==> src/rtl/shift_exec_stage.sv <==
// shift_exec_stage
//   Execute-stage wrapper around a combinational barrel shifter for the RV32I
//   shift ops (SLL/SRL/SRA and their immediate forms). Two register stages:
//   stage 1 holds the decoded operands, stage 2 holds the shifted result and
//   its destination tag. Both stages use a valid/ready handshake.
//
//   Optional feature: define SHIFT_EXEC_PERF_EN to add the perf_ops and
//   perf_stall event counters.
//
// Ports
//   clk, arst                 clock (rising edge), async active-high reset
//   in_valid / in_ready       issue handshake
//   in_rs1                    value to shift
//   in_rs2                    register shift source, only [4:0] used
//   in_imm_shamt, in_is_imm   immediate shift amount and its select
//   in_funct3, in_funct7_b5   op decode (funct3, instruction bit 30)
//   in_rd                     destination tag
//   out_valid / out_ready     result handshake
//   out_result, out_rd        shift result and its tag
//   out_illegal               encoding was not a legal shift (result is 0)
//   perf_ops, perf_stall      (SHIFT_EXEC_PERF_EN only) completed ops and
//                             stalled request cycles, wrap modulo 2^32
module shift_exec_stage #(
   parameter int unsigned DPW  = 32,
   parameter int unsigned TAGW = 5
) (
   input  logic            clk,
   input  logic            arst,
   input  logic            in_valid,
   output logic            in_ready,
   input  logic [DPW-1:0]  in_rs1,
   input  logic [DPW-1:0]  in_rs2,
   input  logic [4:0]      in_imm_shamt,
   input  logic            in_is_imm,
   input  logic [2:0]      in_funct3,
   input  logic            in_funct7_b5,
   input  logic [TAGW-1:0] in_rd,
   output logic            out_valid,
   input  logic            out_ready,
   output logic [DPW-1:0]  out_result,
   output logic [TAGW-1:0] out_rd,
   output logic            out_illegal
`ifdef SHIFT_EXEC_PERF_EN
   ,
   output logic [31:0]     perf_ops,
   output logic [31:0]     perf_stall
`endif
);

   // Stage 1: decoded operands
   logic            r_s1_valid;
   logic [DPW-1:0]  r_s1_opnd;
   logic [4:0]      r_s1_shamt;
   logic            r_s1_is_left;
   logic            r_s1_msb_ext;
   logic            r_s1_illegal;
   logic [TAGW-1:0] r_s1_rd;

   // Stage 2: result
   logic            r_out_valid;
   logic [DPW-1:0]  r_out_result;
   logic [TAGW-1:0] r_out_rd;
   logic            r_out_illegal;

   logic            w_s1_adv;
   logic            w_in_fire;
   logic            w_s2_load;
   logic            w_is_sll;
   logic            w_is_srl;
   logic            w_is_sra;
   logic [4:0]      w_shamt;
   logic [DPW-1:0]  w_rs1_rev;
   logic [2*DPW-1:0] w_ext;
   logic [DPW-1:0]  w_shr;
   logic [DPW-1:0]  w_shift_res;
   logic            w_unused_rs2_hi;

   assign w_unused_rs2_hi = ^in_rs2[DPW-1:5];

   // Handshake
   assign w_s1_adv  = !r_out_valid || out_ready;
   assign in_ready  = !arst && (!r_s1_valid || w_s1_adv);
   assign w_in_fire = in_valid && in_ready;
   assign w_s2_load = r_s1_valid && w_s1_adv;

   // Decode
   assign w_is_sll = (in_funct3 == 3'b001) && !in_funct7_b5;
   assign w_is_srl = (in_funct3 == 3'b101) && !in_funct7_b5;
   assign w_is_sra = (in_funct3 == 3'b101) &&  in_funct7_b5;
   assign w_shamt  = in_is_imm ? in_imm_shamt : in_rs2[4:0];

   always_comb begin
      w_rs1_rev = '0;
      for (int i = 0; i < DPW; i++) begin
         w_rs1_rev[i] = in_rs1[DPW-1-i];
      end
   end

   // Barrel shifter: always shifts right with a fill bit. Left shifts arrive
   // bit-reversed, so reversing the right-shifted value yields the left shift.
   assign w_ext = {{DPW{r_s1_msb_ext}}, r_s1_opnd} >> r_s1_shamt;
   assign w_shr = w_ext[DPW-1:0];

   always_comb begin
      w_shift_res = w_shr;
      if (r_s1_is_left) begin
         for (int i = 0; i < DPW; i++) begin
            w_shift_res[i] = w_shr[DPW-1-i];
         end
      end
      if (r_s1_illegal) begin
         w_shift_res = '0;
      end
   end

   // Stage 1 register
   always_ff @(posedge clk or posedge arst) begin
      if (arst) begin
         r_s1_valid   <= 1'b0;
         r_s1_opnd    <= '0;
         r_s1_shamt   <= '0;
         r_s1_is_left <= 1'b0;
         r_s1_msb_ext <= 1'b0;
         r_s1_illegal <= 1'b0;
         r_s1_rd      <= '0;
      end else if (w_in_fire) begin
         r_s1_valid   <= 1'b1;
         r_s1_opnd    <= w_is_sll ? w_rs1_rev : in_rs1;
         r_s1_shamt   <= w_shamt;
         r_s1_is_left <= w_is_sll;
         r_s1_msb_ext <= w_is_sra && in_rs1[DPW-1];
         r_s1_illegal <= !(w_is_sll || w_is_srl || w_is_sra);
         r_s1_rd      <= in_rd;
      end else if (w_s2_load) begin
         r_s1_valid   <= 1'b0;
      end
   end

   // Stage 2 register; holds while out_valid && !out_ready
   always_ff @(posedge clk or posedge arst) begin
      if (arst) begin
         r_out_valid   <= 1'b0;
         r_out_result  <= '0;
         r_out_rd      <= '0;
         r_out_illegal <= 1'b0;
      end else if (w_s2_load) begin
         r_out_valid   <= 1'b1;
         r_out_result  <= w_shift_res;
         r_out_rd      <= r_s1_rd;
         r_out_illegal <= r_s1_illegal;
      end else if (out_ready) begin
         r_out_valid   <= 1'b0;
      end
   end

   assign out_valid   = r_out_valid;
   assign out_result  = r_out_result;
   assign out_rd      = r_out_rd;
   assign out_illegal = r_out_illegal;

`ifdef SHIFT_EXEC_PERF_EN
   logic [31:0] r_perf_ops;
   logic [31:0] r_perf_stall;

   always_ff @(posedge clk or posedge arst) begin
      if (arst) begin
         r_perf_ops   <= '0;
         r_perf_stall <= '0;
      end else begin
         if (r_out_valid && out_ready) begin
            r_perf_ops <= r_perf_ops + 32'd1;
         end
         if (in_valid && !in_ready) begin
            r_perf_stall <= r_perf_stall + 32'd1;
         end
      end
   end

   assign perf_ops   = r_perf_ops;
   assign perf_stall = r_perf_stall;
`else
   // Event counters compiled out.
`endif

endmodule

==> config.mk <==
export PLATFORM = sky130hd
export DESIGN_NAME = shift_exec_stage
export DESIGN_NICKNAME = d
export VERILOG_FILES = /design/src/rtl/shift_exec_stage.sv
export SDC_FILE = /design/constraint.sdc
export NUM_CORES = 1
export LEC_CHECK = 0
export ABC_AREA = 1
export BUFFER_PORTS_ARGS = -buffer_cell sky130_fd_sc_hd__buf_2
export CORE_AREA = 2 2 153 155
export DETAILED_ROUTE_END_ITERATION = 12
export DIE_AREA = 0 0 155 157
export HOLD_SLACK_MARGIN = 0.08
export SETUP_SLACK_MARGIN = 0.15
export SLEW_MARGIN = 5
export SYNTH_ARGS = -nofsm -noshare
export SYNTH_HDL_FRONTEND = slang
export SYNTH_SLANG_ARGS = --single-unit
export TNS_END_PERCENT = 20
==> constraint.sdc <==
create_clock -name clk -period 9.6 [get_ports clk]
set_input_delay 2.88 -clock clk [delete_from_list [all_inputs] [get_ports clk]]
set_output_delay 2.88 -clock clk [all_outputs]
set_load 0.01 [all_outputs]
### Yosys cells after proc, flatten, opt, wreduce, memory -nomap -nowiden

Cells that the tools add are included.

* output and inout bits: 40
* bits in registers: 85
* input bits: 83
* logic and storage cells: 40

* reduce and logical (&&, ||, !) cells: 18
* equal/unequal tests: 2
* shift operators: 1
* mux-type cells: 8

Operators with widths (count)
* 32-bit 2-to-1 mux: 3
* 64-bit by 5-bit right shift with 32-bit output: 1
* 1-bit logical AND: 7
* 1-bit logical NOT: 5
* 5-bit 2-to-1 mux: 1
* 1-bit logical OR: 4
* 1-bit 2-to-1 mux: 4
* 2-bit nonzero test: 2
* 3-bit by 1-bit == test with 1-bit output, second input constant: 1
* 3-bit == test, second input constant: 1

### Longest topological paths before layout

* word-level depth: 6
* gate-level depth with buffers: 14
* mapped depth without buffers: 13

### Least setup slack after synthesis

No wires, ideal clock.

* path kind: input to output
* from: input port arst
* to: output port in_ready
* buffers on the path: 0
* required time: 6.720 ns
* data arrival time: 4.994 ns
* stages: 3
* setup slack: 1.726 ns
* cells stage by stage: inv_1 -> nand2_1 -> inv_2

* word-level cells in the longest chain between the ends: 2

Ends and longest elaborated chain
* from (decl): line 28 `input logic arst,`
* 1-bit logical NOT (no source line)
* 1-bit logical AND: line 82 `assign in_ready = !arst && (!r_s1_valid || w_s1_adv);`
* to (decl): line 30 `output logic in_ready,`

No other way between the ends.

### Worst setup path in the final report

Same ends and word-level chain as after synthesis.

==> key figures <==
Critical path
  • R2R Path End: out_result[23]
  • Req. time, crit path: 6720 ps
  • Critical Setup Path Class: input pin to primary output
  • Flop2flop setup slack: 6700 ps
  • Critical path peak fanout: 41
  • Worst Reg-to-Reg Cells: 7
  • CP Launch Type: input pin
  • FF-to-FF Start: r_s1_shamt[2]
  • Data arrival, critical path: 4020 ps
  • Crit. End Element: primary output
  • Crit path capture: in_ready
  • CP Launch Point: arst

Floorplanning
  • Standard-cell rows: 55
  • Placeable Area: 22,500 um^2
  • Die Y: 157 um
  • Starting Density: 0.248
  • Io pins: 123
  • Die ar.: 24,300 um^2
  • Die W: 155 um

Routing
  • Post-Route WL: 17,300 um
  • Vias per std cell: 4.96
  • DR iter-0 viols: 620
  • Drt pass-1 iters: 5
  • Final ANT Viol Nets: 0
  • Post-route DRC: 0
  • Via count: 5,845
  • Routed len/inst: 14.7 um

GRT
  • Global-route wire length before repair: 28,600 um
  • Tot GR Track Use: 0.146
  • Largest net degree at the start of global routing: 52
  • Congestion Overflow GR: 0
  • Vias in the first global route: 5,379
  • Initial antenna violation count: 0

Power
  • Leak: 0.00327 uW
  • PwrDens: 202 nW/um^2
  • Peak supply drop: 0.0000993 V
  • Total power: 1300 uW

Yosys
  • Synth Warn #: 0
  • Area contributors post-synth: dfrtp_1, nand3_1, nand2_1, o21ai_0, o21ai_1
  • Netlist Area Pre-Place: 5580 um^2
  • Syn nets: 922
  • Post-synthesis sequential area ratio: 0.381
  • Synth Register Bits: 85
  • Syn avg cell area: 6.65 um^2
  • Synth Instances: 839
  • Yosys top cell area share: 0.381
  • Post-synth top area cell: dfrtp_1
  • Synth unique cells: 23

Finish
  • Area Overhead vs Synth: 15.1%
  • Final core occ: 0.285
  • Most common cell after layout, fill and taps aside: nand3_1
  • NumNets Final: 972
  • Layout cell share with drive strength beyond 1: 0.150
  • Filler cells: 2,491
  • Most frequent cells in the layout: nand3_1, nand2_1, buf_2
  • Diodes inserted: 0

Clock network
  • CTS tree: built
  • Clk sink count: 85
  • Post-CTS resize count: 0
  • Clock Tree Buf Depth: 2
  • Clock Tree Root: clkbuf_16
  • Number of CTS-inserted buffers: 9
  • Cts hold-fix bufs: 0
  • Clock-pin slew of the registers on the worst-case setup and hold paths: 60 ps
  • Worst skew pair latency: 350 ps
  • Post-CTS Setup Inserts: 0
  • H-tree depth: 3

Hold path
  • Hold WC Path Type: register to register

Timing
  • Final worst path period need: 6900 ps
  • Setup violators final: 0
  • Worst slew pin tran: 1100 ps
  • Layout Skew: 8.48 ps
  • Crit share post-route: 0.719
  • TNS Setup: 0 ps
  • RSZ-0062 raised after global routing: no
  • Fmax achieved: 0.145 GHz
  • Worst slew margin: 0.266
  • Final hold slack: 473 ps
  • Setup WS post-layout: 2700 ps
  • Slew Viols, Final: 0
  • Final Hold Vio Count: 0

Place
  • DP HPWL: 12,600 um
  • DP Worst Slack: 2630 ps
  • PortBufs: 95
  • GP Congestion: 0.932

Outcome
  • Status: completed

Run
  • Max cap viols: 0
sequential cells by signal, indices dropped and copies added, names as in the netlist, 5 cells and up:
register and cells:
out_rd 5, out_result 32, r_s1_shamt 5, r_s1_opnd 32, r_s1_rd 5
power by group:
| group | switching [uW] | internal [uW] |
|---|---|---|
| clock | 145 | 182 |
| combinational | 314 | 163 |
| sequential | 65.9 | 428 |
metal layers:
metal  GRT usage  wire length, um  vias up
li1            -                -     2937
met1       0.218             8660     2726
met2       0.214             7530      164
met3      0.0281              853       18
met4      0.0366              266        0
met5           0                0        -
worst min path at each step:
stage,end,slack (ps),start,cells past startpoint
3_5_place_dp,out_result[9],460,out_result[9],2
3_3_place_gp,out_result[22],460,out_result[22],2
2_1_floorplan,r_s1_rd[4],440,r_s1_rd[4],2
6_report,out_result[9],470,out_result[9],2
5_1_grt,out_result[10],500,out_result[10],2
4_1_cts,out_result[9],480,out_result[9],2
cell type report:
| class | instances | area [um^2] | share of cell area |
|---|---|---|---|
| inverters | 22 | 88.8 | 0.0138 |
| flip-flops and latches | 85 | 2130 | 0.331 |
| clock buffers | 12 | 246 | 0.0384 |
| clock inverters | 3 | 21.3 | 0.00331 |
| multi-input cells | 669 | 3050 | 0.476 |
| well taps | 285 | 357 | 0.0555 |
| repair buffers | 102 | 528 | 0.0822 |
synthesized netlist by cell type:
cell,instances
a21oi_1,1
nor2_2,1
buf_2,24
nand3_1,280
inv_1,18
buf_4,2
buf_8,1
clkbuf_1,25
o211ai_1,5
mux2_2,1
nand4_1,1
nand2_1,254
buf_6,4
nor3_4,1
nand3_2,5
buf_1,7
inv_6,1
o21ai_0,52
o21ai_1,29
dfrtp_1,85
inv_2,3
nand2_2,5
nor2_1,34
cell families (layout without fill, tap and decap cells):
family | after synthesis | after routing | synth area share
simple gates | 581 | 581 | 0.464
buf+inv | 85 | 139 | 0.0722
mux | 1 | 1 | 0.00202
compound gates | 87 | 87 | 0.0803
flops | 85 | 85 | 0.381
stage by stage:
step,area (um^2),std cells
final,6420,1178
after CTS,6420,1178
after detailed placement,6150,1163
after floorplan,5580,839
after global routing,6420,1178
after global placement,6150,1163
critical path, cell delays in order:
cell	delay, ps
buf_2	90
clkinv_2	550
nand2_1	280
inv_2	50
buf_2	130
Power figures use the tool's default switching activity.
